<file path="config.mk">
export PLATFORM = sky130hd
export DESIGN_NAME = dm_lsu_flat
export DESIGN_NICKNAME = d
export VERILOG_FILES = /design/src/rtl/dm_lsu_pkg.sv /design/src/rtl/dm_lsu_if.sv /design/src/rtl/dm_lsu_lane.sv /design/src/rtl/dm_lsu.sv /design/src/flat_wrapper.sv
export SDC_FILE = /design/constraint.sdc
export NUM_CORES = 1
export LEC_CHECK = 0
export CORE_MARGIN = 2
export CORE_UTILIZATION = 40
export DETAILED_ROUTE_END_ITERATION = 6
export PLACE_DENSITY = 0.85
export SLEW_MARGIN = 20
export SYNTH_ARGS = -nofsm -noshare
export SYNTH_HDL_FRONTEND = slang
export SYNTH_SLANG_ARGS = --single-unit
</file>
<file path="constraint.sdc">
create_clock -name clk -period 2.5 [get_ports clk]
set_clock_uncertainty 0.15 [all_clocks]
set_input_delay 0.75 -clock clk [delete_from_list [all_inputs] [get_ports clk]]
set_output_delay 0.75 -clock clk [all_outputs]
set_load 0.005 [all_outputs]
</file>
<file path="src/rtl/dm_lsu_pkg.sv">
// Shared types for the data-memory load/store unit: opcodes, exception codes,
// FSM states and the store-classification helper.
package dm_lsu_pkg;

  typedef enum logic [2:0] {
    LW  = 3'd0,
    LH  = 3'd1,
    LHU = 3'd2,
    LB  = 3'd3,
    LBU = 3'd4,
    SW  = 3'd5,
    SH  = 3'd6,
    SB  = 3'd7
  } op_e;

  typedef enum logic [1:0] {
    EXC_NONE = 2'd0,
    EXC_ADEL = 2'd1,
    EXC_ADES = 2'd2
  } exc_e;

  typedef enum logic [1:0] {
    IDLE   = 2'd0,
    ACCESS = 2'd1,
    RESP   = 2'd2
  } state_e;

  function automatic logic is_store(op_e op);
    return (op == SW) || (op == SH) || (op == SB);
  endfunction

endpackage

</file>
<file path="src/rtl/dm_lsu_if.sv">
// CPU request/response channel plus byte-enabled data-memory port of the LSU.
// slave = the LSU itself, master = the CPU pipeline and memory around it.
interface dm_lsu_if #(
  parameter int ADDR_W = 32,
  parameter int DATA_W = 32
);
  import dm_lsu_pkg::*;

  logic              req_valid;
  logic              req_ready;
  op_e               req_op;
  logic [ADDR_W-1:0] req_addr;
  logic [DATA_W-1:0] req_wdata;
  logic [31:0]       req_pc;

  logic [ADDR_W-1:0] dm_a;
  logic [DATA_W-1:0] dm_wd;
  logic [3:0]        dm_write;
  logic [31:0]       dm_pc;
  logic [DATA_W-1:0] dm_rd;

  logic              rsp_valid;
  logic              rsp_ready;
  logic [DATA_W-1:0] rsp_rdata;
  exc_e              rsp_exc;
  logic [ADDR_W-1:0] rsp_badaddr;

  modport slave (
    input  req_valid, req_op, req_addr, req_wdata, req_pc, dm_rd, rsp_ready,
    output req_ready, dm_a, dm_wd, dm_write, dm_pc,
           rsp_valid, rsp_rdata, rsp_exc, rsp_badaddr
  );

  modport master (
    output req_valid, req_op, req_addr, req_wdata, req_pc, dm_rd, rsp_ready,
    input  req_ready, dm_a, dm_wd, dm_write, dm_pc,
           rsp_valid, rsp_rdata, rsp_exc, rsp_badaddr
  );

endinterface

</file>
<file path="src/rtl/dm_lsu_lane.sv">
// Byte-lane steering: store enables/replication, load extraction/extension,
// and the alignment check, all purely combinational.
module dm_lsu_lane
  import dm_lsu_pkg::*;
(
  input  op_e         i_op,
  input  logic [1:0]  i_lane,
  input  logic [31:0] i_wdata,
  input  logic [31:0] i_rd,
  output logic [3:0]  o_be,
  output logic [31:0] o_wd,
  output logic [31:0] o_ldata,
  output logic        o_misalign
);

  logic [7:0]  w_byte;
  logic [15:0] w_half;

  assign w_byte = i_rd[8*i_lane +: 8];
  assign w_half = i_lane[1] ? i_rd[31:16] : i_rd[15:0];

  always_comb begin
    o_be       = 4'b0000;
    o_wd       = i_wdata;
    o_ldata    = i_rd;
    o_misalign = 1'b0;
    case (i_op)
      LW:  o_misalign = (i_lane != 2'b00);
      LH:  begin
        o_misalign = i_lane[0];
        o_ldata    = {{16{w_half[15]}}, w_half};
      end
      LHU: begin
        o_misalign = i_lane[0];
        o_ldata    = {16'h0000, w_half};
      end
      LB:  o_ldata = {{24{w_byte[7]}}, w_byte};
      LBU: o_ldata = {24'h000000, w_byte};
      SW:  begin
        o_misalign = (i_lane != 2'b00);
        o_be       = 4'b1111;
      end
      SH:  begin
        o_misalign = i_lane[0];
        o_be       = 4'b0011 << i_lane;
        o_wd       = {2{i_wdata[15:0]}};
      end
      SB:  begin
        o_be = 4'b0001 << i_lane;
        o_wd = {4{i_wdata[7:0]}};
      end
      default: o_be = 4'b0000;
    endcase
  end

endmodule

</file>
<file path="src/rtl/dm_lsu.sv">
// Load/store unit: one request in flight, IDLE -> ACCESS -> RESP, misaligned
// requests skip ACCESS and answer with an address-error response.
module dm_lsu
  import dm_lsu_pkg::*;
#(
  parameter int ADDR_W = 32,
  parameter int DATA_W = 32
) (
  input logic     clk,
  input logic     rst,
  dm_lsu_if.slave bus
);

  state_e            r_state;
  op_e               r_op;
  logic [1:0]        r_lane;
  logic [ADDR_W-1:0] r_dm_a;
  logic [DATA_W-1:0] r_dm_wd;
  logic [3:0]        r_dm_write;
  logic [31:0]       r_dm_pc;
  logic              r_rsp_valid;
  logic [DATA_W-1:0] r_rsp_rdata;
  exc_e              r_rsp_exc;
  logic [ADDR_W-1:0] r_rsp_badaddr;

  logic        w_req_ready;
  logic        w_accept;
  logic        w_in_access;
  op_e         w_op;
  logic [1:0]  w_lane;
  logic [3:0]  w_be;
  logic [31:0] w_wd;
  logic [31:0] w_ldata;
  logic        w_misalign;

  assign w_req_ready = (r_state == IDLE) || ((r_state == RESP) && bus.rsp_ready);
  assign w_accept    = bus.req_valid && w_req_ready;
  assign w_in_access = (r_state == ACCESS);

  // No accept can happen during ACCESS, so one lane unit serves both the
  // incoming request (store side) and the latched one (load side).
  assign w_op   = w_in_access ? r_op : bus.req_op;
  assign w_lane = w_in_access ? r_lane : bus.req_addr[1:0];

  dm_lsu_lane u_lane (
    .i_op       (w_op),
    .i_lane     (w_lane),
    .i_wdata    (bus.req_wdata),
    .i_rd       (bus.dm_rd),
    .o_be       (w_be),
    .o_wd       (w_wd),
    .o_ldata    (w_ldata),
    .o_misalign (w_misalign)
  );

  always_ff @(posedge clk or negedge rst) begin
    if (!rst) begin
      r_state       <= IDLE;
      r_op          <= LW;
      r_lane        <= 2'b00;
      r_dm_a        <= '0;
      r_dm_wd       <= '0;
      r_dm_write    <= 4'b0000;
      r_dm_pc       <= '0;
      r_rsp_valid   <= 1'b0;
      r_rsp_rdata   <= '0;
      r_rsp_exc     <= EXC_NONE;
      r_rsp_badaddr <= '0;
    end else begin
      case (r_state)
        ACCESS: begin
          r_dm_write  <= 4'b0000;
          r_rsp_rdata <= is_store(r_op) ? '0 : w_ldata;
          r_rsp_valid <= 1'b1;
          r_state     <= RESP;
        end
        RESP: begin
          if (bus.rsp_ready && !bus.req_valid) begin
            r_rsp_valid <= 1'b0;
            r_state     <= IDLE;
          end
        end
        default: ;
      endcase

      // Accept overrides the RESP bookkeeping above for back-to-back issue.
      if (w_accept) begin
        r_op        <= bus.req_op;
        r_lane      <= bus.req_addr[1:0];
        r_rsp_rdata <= '0;
        if (w_misalign) begin
          r_rsp_valid   <= 1'b1;
          r_rsp_exc     <= is_store(bus.req_op) ? EXC_ADES : EXC_ADEL;
          r_rsp_badaddr <= bus.req_addr;
          r_state       <= RESP;
        end else begin
          r_rsp_valid   <= 1'b0;
          r_rsp_exc     <= EXC_NONE;
          r_rsp_badaddr <= '0;
          r_dm_a        <= {bus.req_addr[ADDR_W-1:2], 2'b00};
          r_dm_wd       <= w_wd;
          r_dm_write    <= w_be;
          r_dm_pc       <= bus.req_pc;
          r_state       <= ACCESS;
        end
      end
    end
  end

  assign bus.req_ready   = w_req_ready;
  assign bus.dm_a        = r_dm_a;
  assign bus.dm_wd       = r_dm_wd;
  assign bus.dm_write    = r_dm_write;
  assign bus.dm_pc       = r_dm_pc;
  assign bus.rsp_valid   = r_rsp_valid;
  assign bus.rsp_rdata   = r_rsp_rdata;
  assign bus.rsp_exc     = r_rsp_exc;
  assign bus.rsp_badaddr = r_rsp_badaddr;

endmodule

</file>
<file path="src/flat_wrapper.sv">
// flat-port wrapper written by rule: the top's interface ports become plain ports
module dm_lsu_flat import dm_lsu_pkg::*;
#(
  parameter int ADDR_W = 32,
  parameter int DATA_W = 32
)
  (clk, rst, bus_req_valid, bus_req_op, bus_req_addr, bus_req_wdata, bus_req_pc, bus_dm_rd, bus_rsp_ready, bus_req_ready, bus_dm_a, bus_dm_wd, bus_dm_write, bus_dm_pc, bus_rsp_valid, bus_rsp_rdata, bus_rsp_exc, bus_rsp_badaddr);
  dm_lsu_if #(.ADDR_W(ADDR_W), .DATA_W(DATA_W)) bus_i ();
  input logic clk;
  input logic rst;
  input wire logic [$bits(bus_i.req_valid)-1:0] bus_req_valid;
  input wire logic [$bits(bus_i.req_op)-1:0] bus_req_op;
  input wire logic [$bits(bus_i.req_addr)-1:0] bus_req_addr;
  input wire logic [$bits(bus_i.req_wdata)-1:0] bus_req_wdata;
  input wire logic [$bits(bus_i.req_pc)-1:0] bus_req_pc;
  input wire logic [$bits(bus_i.dm_rd)-1:0] bus_dm_rd;
  input wire logic [$bits(bus_i.rsp_ready)-1:0] bus_rsp_ready;
  output wire logic [$bits(bus_i.req_ready)-1:0] bus_req_ready;
  output wire logic [$bits(bus_i.dm_a)-1:0] bus_dm_a;
  output wire logic [$bits(bus_i.dm_wd)-1:0] bus_dm_wd;
  output wire logic [$bits(bus_i.dm_write)-1:0] bus_dm_write;
  output wire logic [$bits(bus_i.dm_pc)-1:0] bus_dm_pc;
  output wire logic [$bits(bus_i.rsp_valid)-1:0] bus_rsp_valid;
  output wire logic [$bits(bus_i.rsp_rdata)-1:0] bus_rsp_rdata;
  output wire logic [$bits(bus_i.rsp_exc)-1:0] bus_rsp_exc;
  output wire logic [$bits(bus_i.rsp_badaddr)-1:0] bus_rsp_badaddr;
  assign bus_i.req_valid = bus_req_valid;
  assign bus_i.req_op = bus_req_op;
  assign bus_i.req_addr = bus_req_addr;
  assign bus_i.req_wdata = bus_req_wdata;
  assign bus_i.req_pc = bus_req_pc;
  assign bus_i.dm_rd = bus_dm_rd;
  assign bus_i.rsp_ready = bus_rsp_ready;
  assign bus_req_ready = bus_i.req_ready;
  assign bus_dm_a = bus_i.dm_a;
  assign bus_dm_wd = bus_i.dm_wd;
  assign bus_dm_write = bus_i.dm_write;
  assign bus_dm_pc = bus_i.dm_pc;
  assign bus_rsp_valid = bus_i.rsp_valid;
  assign bus_rsp_rdata = bus_i.rsp_rdata;
  assign bus_rsp_exc = bus_i.rsp_exc;
  assign bus_rsp_badaddr = bus_i.rsp_badaddr;
  dm_lsu #(.ADDR_W(ADDR_W), .DATA_W(DATA_W)) u_core (.clk(clk), .rst(rst), .bus(bus_i));
endmodule
</file>
### Yosys cells after proc, flatten, opt, wreduce, memory -nomap -nowiden

Cells that the tools add are included.

| cells by class | value |
|---|---|
| eq/ne operators | 16 |
| shifts and indexed selects | 3 |
| mux-type cells | 24 |
| bitwise gates (word level) | 1 |
| reductions and logical operators | 18 |

Operators by type and width:

| operator | number |
|---|---|
| two-way mux 32 bit | 4 |
| case mux 32 bit (4 select lines) | 1 |
| case mux 32 bit (2 select lines) | 1 |
| variable part select 32 x 6 -> 8 bit | 1 |
| equality test 3 bit (second input constant) | 10 |
| two-way mux 16 bit | 1 |
| two-way mux 2 bit | 6 |
| two-way mux 4 bit | 3 |
| case mux 4 bit (3 select lines) | 1 |
| equality test 3 x 2 -> 1 bit (second input constant) | 2 |
| logical OR 1 bit | 5 |
| case mux 1 bit (2 select lines) | 2 |
| case mux 2 bit (2 select lines) | 1 |
| AND reduction 2 bit | 2 |
| nonzero test 2 bit | 2 |
| << shifter 1 x 2 -> 4 bit (first input constant) | 1 |
| << shifter 2 x 2 -> 4 bit (first input constant) | 1 |
| equality test 3 x 1 -> 1 bit (second input constant) | 1 |
| logical AND 1 bit | 3 |
| zero test 3 bit | 1 |
| two-way mux 1 bit | 3 |
| two-way mux 3 bit | 1 |
| inequality test 3 x 2 -> 1 bit (second input constant) | 1 |
| nonzero test 3 bit | 1 |
| 7 further kinds | 7 |

| word-level totals | value |
|---|---|
| register bits | 172 |
| bits of input ports | 135 |
| output and inout port bits | 168 |
| logic and storage cells | 73 |

### Longest topological paths before layout

| depth | value |
|---|---|
| depth in word-level cells | 7 |
| gate-level depth with buffers | 12 |
| depth with buffers taken out | 7 |

### Cells and area by module

A second synthesis with hierarchy kept.

| second synthesis, totals | value |
|---|---|
| cells, all modules | 750 |
| area total of the unflattened synthesis | 8335.5 sq um |

By module, submodules not included:

| module | times used | cells an instance | area each (sq um) | sequential area each (sq um) |
|---|---|---|---|---|
| dm_lsu | 1 | 544 | 6902.9 | 4279.1 |
| dm_lsu_lane | 1 | 206 | 1432.6 | 0.0 |

### Worst setup path before layout

OpenSTA, ideal clock, no wires.

| path | value |
|---|---|
| path type | input -> register |
| start | input port bus_req_op[1] |
| end | register u_core.r_dm_pc[21] (netlist: u_core.bus.dm_pc[21]) |
| library setup time | 0.125 ns |
| arrival | 2.428 ns |
| required time | 2.225 ns |
| slack | -0.204 ns |
| stages | 9 |
| path buffers | 4 |
| path through | clkbuf_1 mux2i_1 nand3_2 o211ai_2 and2_1 buf_4 buf_6 buf_6 mux2_4 |

| between the ends | value |
|---|---|
| longest elaborated chain between the ends | 6 |
| elaborated cells on any way between the ends | 11 |
| classes of those cells | 4 x eq/ne; 2 x mux; 1 x bitwise; 4 x reduce/logical |

RTL lines:

| element | RTL line | text |
|---|---|---|
| from (decl) | flat_wrapper.sv:12 | `input wire logic [$bits(bus_i.req_op)-1:0] bus_req_op;` |
| two-way mux 3 bit * | dm_lsu.sv:42 | `assign w_op = w_in_access ? r_op : bus.req_op;` |
| equality test 3 bit (tied with other cells) | dm_lsu_lane.sv:27 | `case (i_op)` |
| OR reduction 3 bit (no source line) or OR reduction 2 bit (tied branches) | -- |  |
| case mux 1 bit (2 select lines) * | dm_lsu_lane.sv:27 |  |
| inverter 1 bit (no source line) * | -- |  |
| AND reduction 2 bit (no source line) * | -- |  |
| to (signal assigned) | dm_lsu.sv:103 | `r_dm_pc <= bus.req_pc;` |
| to (decl) | dm_lsu.sv:20 | `logic [31:0] r_dm_pc;` |

Mark *: on every way between the ends. The rest lies on a longest branch, timed or not.
A chain may end at the register's enable or synchronous reset.

### Worst setup path after layout

| path | value |
|---|---|
| start | input port bus_rsp_ready |
| end | register u_core.r_dm_pc[14] (netlist: u_core.bus.dm_pc[14]) |

| between the ends | value |
|---|---|
| longest elaborated chain between the ends | 4 |

RTL lines:

| element | RTL line | text |
|---|---|---|
| from (decl) | flat_wrapper.sv:17 | `input wire logic [$bits(bus_i.rsp_ready)-1:0] bus_rsp_ready;` |
| logical AND 1 bit | dm_lsu.sv:36 | `assign w_req_ready = (r_state == IDLE) \|\| ((r_state == RESP) && bus.rsp_ready);` |
| logical OR 1 bit | dm_lsu.sv:36 |  |
| logical AND 1 bit | dm_lsu.sv:37 | `assign w_accept = bus.req_valid && w_req_ready;` |
| AND reduction 2 bit (no source line) | -- |  |

Every way passes these cells.

==> results by group <==
Placed design
  – Final HPWL DP: 18490 um
  – Dpl cells: approximately 1.3k
  – Post-DP Area: around 0.012 mm2
  – PortBufs: 300
  – GP Congestion: around 0.85

Critical path
  – Worst Path Required: 2.66 ns
  – Element type at the critical path end: flip-flop
  – CP Launch Type: input port
  – CP Launch Point: bus_rsp_ready
  – Critical Path Max Stage Delay: slightly below 0.5 ns
  – Setup CP Type: input port to flip-flop
  – CP cell instances: clkdlybuf4s50_1 -> a21o_1 -> buf_4 -> buf_4 -> and2_1 -> and2_4 -> buf_12 -> mux2_2
  – Crit Reg-Reg Startpoint: u_core.r_state[1]
  – Critical path data arrival time: around 2.7 ns
  – Buf/Inv on CP: 4
  – Most Frequent Cell on Critical Path: buf_4
  – Critical-path top delay cell: clkdlybuf4s50_1
  – R2R Setup Slk: around 0.03 ns
  – Top cell family by delay on the critical path: buffers and inverters
  – CP Max Fanout: 29

Timing
  – Final Cycle Share: 99.89%
  – RSZ-0062 raised after global routing: true
  – # setup viols final: 0
  – Fmax: around 0.40 GHz
  – Worst-margin pin slew: between 0.5 and 0.6 ns
  – Final hold vios: 0
  – Final min period: between 2 and 2.5 ns
  – Max_slew headroom: between 60% and 70%
  – Post-route setup TNS: 0 ns
  – Max-slew violation count: 0
  – Final hold slack: ~0.12 ns

Synth
  – Post-synthesis compound-gate area fraction: approximately 17%
  – Main synth FF type: dfrtp_1
  – Post-Synthesis Cells: between 600 and 700
  – Top cells by area, synth: dfrtp_1 54%, mux2_2 12%, a22o_1 3.6%, nand2_1 3.4%, o21ai_0 3.1%
  – Simple-gate share of the synthesized area: between 6 and 7%
  – Post-synth top area share: 53.93%
  – Post-synthesis xor/xnor area fraction: 0.4415%
  – Yosys warns: 0
  – Synth cell count leaders: 171 x dfrtp_1, 86 x mux2_2, 72 x nand2_1, 49 x o21ai_0, 33 x a22o_1
  – Largest family of logic cells by synthesized area: multiplexers
  – Synth Area in Adders: 0.4730%
  – Avg Cell Area, Syn: between 10 and 15 um2
  – Post-synthesis sequential element count: between 150 and 200
  – Distinct cells, synth: 51
  – Seq/Total Area, Yosys: a little over half
  – Post-synth EDFFs: 0
  – Ys async rst share: 100.0%
  – Most frequent cell after synthesis: dfrtp_1
  – Post-synthesis mux area share: ~18%
  – Mapped Area: a little under 0.008 mm2
  – Largest area contributor in the netlist: dfrtp_1

Global route
  – Antenna violations before repair: 1
  – First-pass GRT wire length: approximately 38000 um
  – Global-route congestion overflow total: 0
  – Vias in the first global route: around 7.2k
  – GRT Total Usage: 23.67%
  – Largest net degree at the start of global routing: 48

Die
  – Initial Utilization: ~41%
  – Die X: roughly 140 um
  – Die H: roughly 140 um
  – # IOs: slightly above 300
  – Core area: between 0.015 and 0.02 mm2
  – Rows: around 50
  – Die Area: approximately 0.021 mm2

Power
  – P_leak: approximately 5.3 nW
  – Peak VDD IR: roughly 0.67 mV
  – PD cells: approximately 1200 mW/mm2

Outcome
  – Status: finished clean

Layout
  – Share of layout cells above drive strength 1: approximately 23%
  – Fin area: ~0.013 mm2
  – Area grow syn2layout: 58.83%
  – Non-Filler Instances: between 1k and 1.5k
  – Nets: between 1k and 1.5k
  – Ant. Diodes: 0

Clocking
  – Clk Latency, worst-skew pair: 0.43 ns
  – Root buffer cell: clkbuf_16
  – Clk sinks: 171
  – CTS tree: built
  – Longest Clk Path Bufs: 2
  – H-tree Lvls: 4
  – Clk pin slew, worst setup/hold paths: roughly 0.070 ns
  – CTS Buf Count: 17
  – Hold Buf Count CTS: 0

Worst hold path
  – Worst min-delay path category: input port to asynchronous set/reset pin

Drt
  – First-pass detailed-route iteration total: 5
  – Antenna Violating Nets Remaining: 0
  – DR vias: 6949
  – # DRC: 0
  – Total wire length: between 20000 and 30000 um
  – Starting DRT DRC Count: around 350
  – DR WL/cell: between 15 and 20 um
  – Vias per Instance: ~5.3

Run
  – Max-cap viol count: 0
## cells by family (layout without fill, tap and decap cells)
kind of cell,after synthesis,count (layout)
AO/OA/AOI/OAI,188,188
flip-flops,171,171
AND/OR/NAND/NOR,125,125
multiplexers,122,122
buffers and inverters,62,426
XOR/XNOR,4,4
adder cells (fa/ha/maj),3,3
other,1,2
## where the power goes
group          switching [mW]  leakage, nW  internal (mW)
combinational            2.87         2.89           4.58
sequential              0.822         2.13           4.11
clock                    1.26        0.283           1.33
## layer usage
layer  track usage, %  share of wire [%]  vias up
met5                0              0.063        -
met4            7.307                2.4        2
met3            7.832                8.3       43
met2            40.02                 49      282
met1            28.73                 40     3441
li1                 -                  -     3181
## worst reg2reg max path, stage by stage (launching register included)
cell and delay (ns):
dfrtp_1 0.40, inv_2 0.09, ha_4 0.17, buf_12 0.12, mux2i_1 0.18, buf_4 0.15, a21oi_2 0.06, o211ai_2 0.22
and2_4 0.24, buf_12 0.20, mux2_2 0.38
## final cells by class
type,count,area (um2)
clock buffers,17,425.4
clock inverters,14,150.1
fillers,1489,6859
inverters,12,48.80
multi-input cells,444,3473
flip-flops and latches,171,4279
well taps,265,331.6
repair buffers,383,3895
## cells in the final DEF (no fill, tap or decap), drive strengths merged, types with 7 or more instances in the layout
master,n
and2,10
mux2,106
o21a,8
inv,18
mux2i,16
a31oi,10
nor2,27
dfrtp,171
a22o,33
o21ai,50
clkdlybuf4s50,298
o22ai,8
nand2,72
a32o,11
buf,82
a32oi,7
a21oi,23
clkbuf,20
clkinv,7
a22oi,16
a221oi,8
## registers in the layout, indices dropped and copies added, names as in the netlist
signal and cells:
u_core.bus.dm_write 4, u_core.bus.dm_wd 32, u_core.bus.rsp_rdata 32, u_core.bus.rsp_exc 2
u_core.r_op 3, u_core.bus.rsp_badaddr 32, u_core.bus.dm_a 30, u_core.r_state 2
u_core.bus.dm_pc 32, u_core.r_lane 2
## path summary, 6_finish.rpt
kind / end / cells after the start
setup / recovery: u_core.bus.dm_pc[14] / 8
hold / removal: u_core.bus.rsp_rdata[20] / 1
setup reg to reg: u_core.bus.dm_pc[14] / 10
hold reg to reg: u_core.bus.rsp_rdata[24] / 2
max in group asynchronous: u_core.bus.dm_a[25] / 2
min in group clk: u_core.bus.rsp_rdata[24] / 2
## timing repair
action	in CTS	in global routing
buffers inserted	1	8
pin swaps	1	1
setup endpoints to repair	139	139
gates cloned	0	3
resized for setup	8	18
## metrics by stage
step / utilization [%] / total power, mW / worst slack (ns)
6_report: 64.76 / 14.97 / 0.002800
5_1_grt: 64.76 / 15.84 / -0.07774
4_1_cts: 63.62 / 14.86 / 0.002056
3_5_place_dp: 60.58 / 12.17 / -0.3871
3_3_place_gp: 60.58 / 11.90 / -0.3506
2_1_floorplan: - / 7.883 / -0.07375
No activity file was read; power rests on OpenSTA's default activity.
